==> src/rtl/pipe1_reader.sv <==
// Burst readback from a 1-cycle-latency result memory into a small output FIFO.
// Tracks a running checksum of words accepted by the consumer.
//
//   state   | meaning
//   --------+--------------------------------------------------
//   S_IDLE  | waiting for start; checksum holds last burst
//   S_READ  | issuing memory reads as buffer space allows
//   S_DRAIN | all reads issued, remaining words still to transfer
//   S_FIN   | one-cycle done pulse
module pipe1_reader #(
    parameter int DATA_W     = 16,
    parameter int ADDR_W     = 8,
    parameter int FIFO_DEPTH = 3
) (
    input  logic              clk1,
    input  logic              rst_n,
    input  logic              start,
    input  logic [ADDR_W-1:0] base_addr,
    input  logic [ADDR_W:0]   count,
    output logic              mem_rd_en,
    output logic [ADDR_W-1:0] mem_rd_addr,
    input  logic [DATA_W-1:0] mem_rd_data,
    output logic              out_valid,
    input  logic              out_ready,
    output logic [DATA_W-1:0] out_data,
    output logic [ADDR_W-1:0] out_addr,
    output logic              busy,
    output logic              done,
    output logic [DATA_W-1:0] checksum
);

    localparam int PTR_W = (FIFO_DEPTH > 1) ? $clog2(FIFO_DEPTH) : 1;
    localparam int CNT_W = $clog2(FIFO_DEPTH + 1);
    localparam int LVL_W = CNT_W + 1;

    typedef enum logic [1:0] {S_IDLE, S_READ, S_DRAIN, S_FIN} state_t;

    state_t            state, state_nx;
    logic [ADDR_W-1:0] rd_addr;
    logic [ADDR_W:0]   rd_left;
    logic [ADDR_W:0]   xf_left;
    logic              rd_pending;
    logic [ADDR_W-1:0] pend_addr;
    logic [DATA_W-1:0] fifo_data [FIFO_DEPTH];
    logic [ADDR_W-1:0] fifo_addr [FIFO_DEPTH];
    logic [PTR_W-1:0]  wr_ptr, rd_ptr;
    logic [CNT_W-1:0]  occ;
    logic [DATA_W-1:0] csum;

    logic              push, pop, room, issue, accept;
    logic [LVL_W-1:0]  level;

    function automatic logic [PTR_W-1:0] ptr_inc(input logic [PTR_W-1:0] p);
        return (p == PTR_W'(FIFO_DEPTH - 1)) ? '0 : p + 1'b1;
    endfunction

    assign push  = rd_pending;
    assign pop   = (occ != '0) && out_ready;
    // Reads in flight count against buffer space; a pop this cycle frees one slot.
    assign level = LVL_W'(occ) + LVL_W'(rd_pending);
    assign room  = level < (LVL_W'(FIFO_DEPTH) + LVL_W'(pop));
    assign issue = (state == S_READ) && (rd_left != '0) && room;
    assign accept = (state == S_IDLE) && start;

    always_comb begin
        state_nx  = state;
        mem_rd_en = 1'b0;
        busy      = 1'b0;
        done      = 1'b0;
        case (state)
            S_IDLE: begin
                if (start) state_nx = (count == '0) ? S_FIN : S_READ;
            end
            S_READ: begin
                busy      = 1'b1;
                mem_rd_en = issue;
                if (issue && rd_left == (ADDR_W+1)'(1)) state_nx = S_DRAIN;
            end
            S_DRAIN: begin
                busy = 1'b1;
                if (pop && xf_left == (ADDR_W+1)'(1)) state_nx = S_FIN;
            end
            S_FIN: begin
                done     = 1'b1;
                state_nx = S_IDLE;
            end
            default: state_nx = S_IDLE;
        endcase
    end

    always_ff @(posedge clk1) begin
        if (!rst_n) begin
            state      <= S_IDLE;
            rd_addr    <= '0;
            rd_left    <= '0;
            xf_left    <= '0;
            rd_pending <= 1'b0;
            pend_addr  <= '0;
            wr_ptr     <= '0;
            rd_ptr     <= '0;
            occ        <= '0;
            csum       <= '0;
        end else begin
            state      <= state_nx;
            rd_pending <= issue;
            pend_addr  <= rd_addr;
            if (accept) begin
                rd_addr <= base_addr;
                rd_left <= count;
                xf_left <= count;
                csum    <= '0;
            end else begin
                if (issue) begin
                    rd_addr <= rd_addr + 1'b1;
                    rd_left <= rd_left - 1'b1;
                end
                if (pop) begin
                    xf_left <= xf_left - 1'b1;
                    csum    <= csum + out_data;
                end
            end
            if (push) wr_ptr <= ptr_inc(wr_ptr);
            if (pop)  rd_ptr <= ptr_inc(rd_ptr);
            case ({push, pop})
                2'b10:   occ <= occ + 1'b1;
                2'b01:   occ <= occ - 1'b1;
                default: occ <= occ;
            endcase
        end
    end

    // Storage needs no reset: out_valid gates everything read from it.
    always_ff @(posedge clk1) begin
        if (push) begin
            fifo_data[wr_ptr] <= mem_rd_data;
            fifo_addr[wr_ptr] <= pend_addr;
        end
    end

    assign mem_rd_addr = rd_addr;
    assign out_valid   = (occ != '0);
    assign out_data    = out_valid ? fifo_data[rd_ptr] : '0;
    assign out_addr    = out_valid ? fifo_addr[rd_ptr] : '0;
    assign checksum    = csum;

endmodule

==> config.mk <==
export PLATFORM = sky130hd
export DESIGN_NAME = pipe1_reader
export DESIGN_NICKNAME = d
export VERILOG_FILES = /design/src/rtl/pipe1_reader.sv
export SDC_FILE = /design/constraint.sdc
export NUM_CORES = 1
export LEC_CHECK = 0
export CORE_AREA = 3 3 116 118
export DETAILED_ROUTE_END_ITERATION = 8
export DIE_AREA = 0 0 119 121
export PLACE_DENSITY = 0.79
export SYNTH_ARGS = -nofsm -noshare
export SYNTH_HDL_FRONTEND = slang
export SYNTH_SLANG_ARGS = --single-unit
==> constraint.sdc <==
create_clock -name clk1 -period 3.28 [get_ports clk1]
set_clock_uncertainty 0.2 [all_clocks]
set_input_delay 0.328 -clock clk1 [delete_from_list [all_inputs] [get_ports clk1]]
set_output_delay 0.328 -clock clk1 [all_outputs]
set_load 0.05 [all_outputs]
==> run metrics <==
CORE AREA=12,600 µm²; Final Cycle Share=94.1%; max-slew violation count=0; static leakage=3.00 nW; setup violators final=0; Post-Synthesis Net Count=622; Fmax=324 MHz; vias in the first global route=4,658; hold-critical path depth=0; Stages on worst setup path=13; DRT iter0 DRCs=305; R2R cell count=13; Hold Buf Count CTS=0; grt total ovfl=0; RePlAce Congestion=0.954; commonest non-fill, non-tap cell in the layout=edfxtp_1; Synth Register Bits=133; row cnt=41; Placed Cells incl. Taps=808; Vias=4,515; initial antenna violation count=0; H-tree depth=4; Detailed Place HPWL=9.68 mm; max-cap viol count=0; Routed WL=13.8 mm; I/O pin cnt=89; cts bufs inserted=17; Synth area leaders=edfxtp_1 36%, dfxtp_1 20%, ha_1 5.8%, a21oi_1 5.3%, mux2i_1 4.1%; number of sinks on the clock net=133; total global-route track usage=20.1%; CTS Buffer Depth=2; Top delay family on crit path=compound AO/OA/AOI/OAI gates; Vias/cell=5.35; WL per Instance=16.3 µm; RSZ-0062 raised after global routing=no; Crit Path Max Fanout=13; DR pass1 iterations=4; CTS tree=yes; Nets=725; crit path max-delay cell type=dfxtp_2; worst slack at placement=-8.51 ps; Worst Path Buf+Inv=1; clock transition at the registers of the reported paths=60 ps; Post-Layout Cell Count=844; largest stage delay on the critical path=360 ps; Max transition margin=51.2%; actual slew at the worst max-slew pin=731 ps; number of synthesized flops with an enable pin=72; commonest non-fill, non-tap cells in the layout=72 x edfxtp_1, 63 x clkdlybuf4s50_1, 60 x dfxtp_1; Buffers on Ports=88; Avg Cell Area, Syn=10.9 µm²; worst min path class=reg2reg; final hold vios=0; min-delay src=pend_addr[1]; register area share after synthesis=55.8%; Synth area leader=edfxtp_1; Critical Path RT=3410 ps; die width=119 µm; Synth top area share=35.6%; Post-Syn Instances=556; Area growth syn-to-layout=31.8%; n_diodes=0; Worst setup EP type=register; Synth cell types=57; synth warn=0; crit-path cells=buf_12, mux2i_1, nor2_1, a21oi_2, nor2_4, ha_1, a211oi_1, o31a_1, a21boi_4, a221oi_2, xor2_1, or3_1, a21oi_1; largest net degree at the start of global routing=43; ys async rst share=0%; DIE AREA=14,400 µm²; post-synthesis cell area=6070 µm²; DRC Markers=0; clock latency reported for the late side of the worst-skew pair=420 ps; layout cells sized above 1=18.2%; ys flop type=edfxtp_1; Min Clock Period, post-route=3090 ps; Final Total Pwr=5.76 mW; Initial Util=48.3%; critical path type=reg2reg; final worst slack=193 ps; pwr/cell area=720 nW/µm²; VDD IR max=0.000535 V; first-pass GRT wire length=22.6 mm; WHS=255 ps; Setup crit start kind=register; die height=121 µm; Data arrival, critical path=3220 ps; status=completed; antenna viol nets, final=0; CTS root buffer=clkbuf_16
stage by stage:
stage | setup TNS [ps] | cell area [µm²] | utilization (%)
floorplan | -11.0 | 6190 | -
global placement | 0 | 7290 | 58.0
detailed placement | -8.51 | 7290 | 58.0
CTS | 0 | 7910 | 62.9
global route | 0 | 8000 | 63.6
finish | 0 | 8000 | 63.6
metal layers:
| layer | GRT usage (%) | share of wire, % |
|---|---|---|
| met5 | 0 | 0 |
| met4 | 6.73 | 1.3 |
| met3 | 5.73 | 5.4 |
| met2 | 34.4 | 50 |
| met1 | 24.5 | 43 |
report_power, final:
part	internal, mW	total [mW]	switching [mW]
combinational	0.649	1.72	1.07
clock	1.20	1.93	0.723
sequential	1.96	2.12	0.158
timing repair:
action                                  4_1_cts  5_1_grt
pin swaps                                     0        3
setup buffers                                 0        4
endpoints found under the setup margin        1        6
gates resized for setup                       4       16
hold endpoints to repair                      0        0
cells in the mapped netlist (all sizes together) (2+ instances only):
master  count
a22o        3
clkbuf     20
or3         2
nand2      46
buf         4
dfxtp      61
o21ai      25
mux2i      25
nor3        6
a21oi      65
nor4        5
nand2b      2
nand4b      2
nor2       63
a21o        3
a211oi      4
a21boi      4
nand3       6
a31oi       2
o211a       6
or2         2
o21a        2
or4         2
o211ai      5
nor2b       6
and2       12
ha         28
and3        2
nand4       5
a221oi      2
xnor2      20
inv        14
edfxtp     72
xor2       16
cells by family after synthesis:
kind of cell / after synthesis / synth area share (%)
fa+ha+maj: 29 / 6.11
buf+inv: 38 / 2.54
mux: 25 / 4.13
xor+xnor: 36 / 5.20
flops: 133 / 55.8
simple gates: 165 / 13.1
compound gates: 130 / 13.2
layout make-up:
class | instances | area (µm²)
clock buffers | 18 | 429
flip-flops and latches | 133 | 3380
repair buffers | 108 | 1030
well taps | 172 | 215
fillers | 970 | 4570
multi-input cells | 385 | 2710
inverters | 14 | 52.6
clock inverters | 14 | 173
path summary, 6_finish.rpt:
kind	end	slack, ps
worst min-delay path	fifo_addr[0][1]	260
worst max register to register	checksum[15]	190
worst min register to register	fifo_addr[0][1]	260
worst max-delay path	checksum[15]	190
registers in the layout (all words and copies together) (netlist names), named ones only:
signal	cells
state	2
occ	2
rd_ptr	2
rd_left	9
pend_addr	8
wr_ptr	2
fifo_addr	24
push	1
fifo_data	48
checksum	16
xf_left	9
mem_rd_addr	8
(Power assumes the default switching activity.)
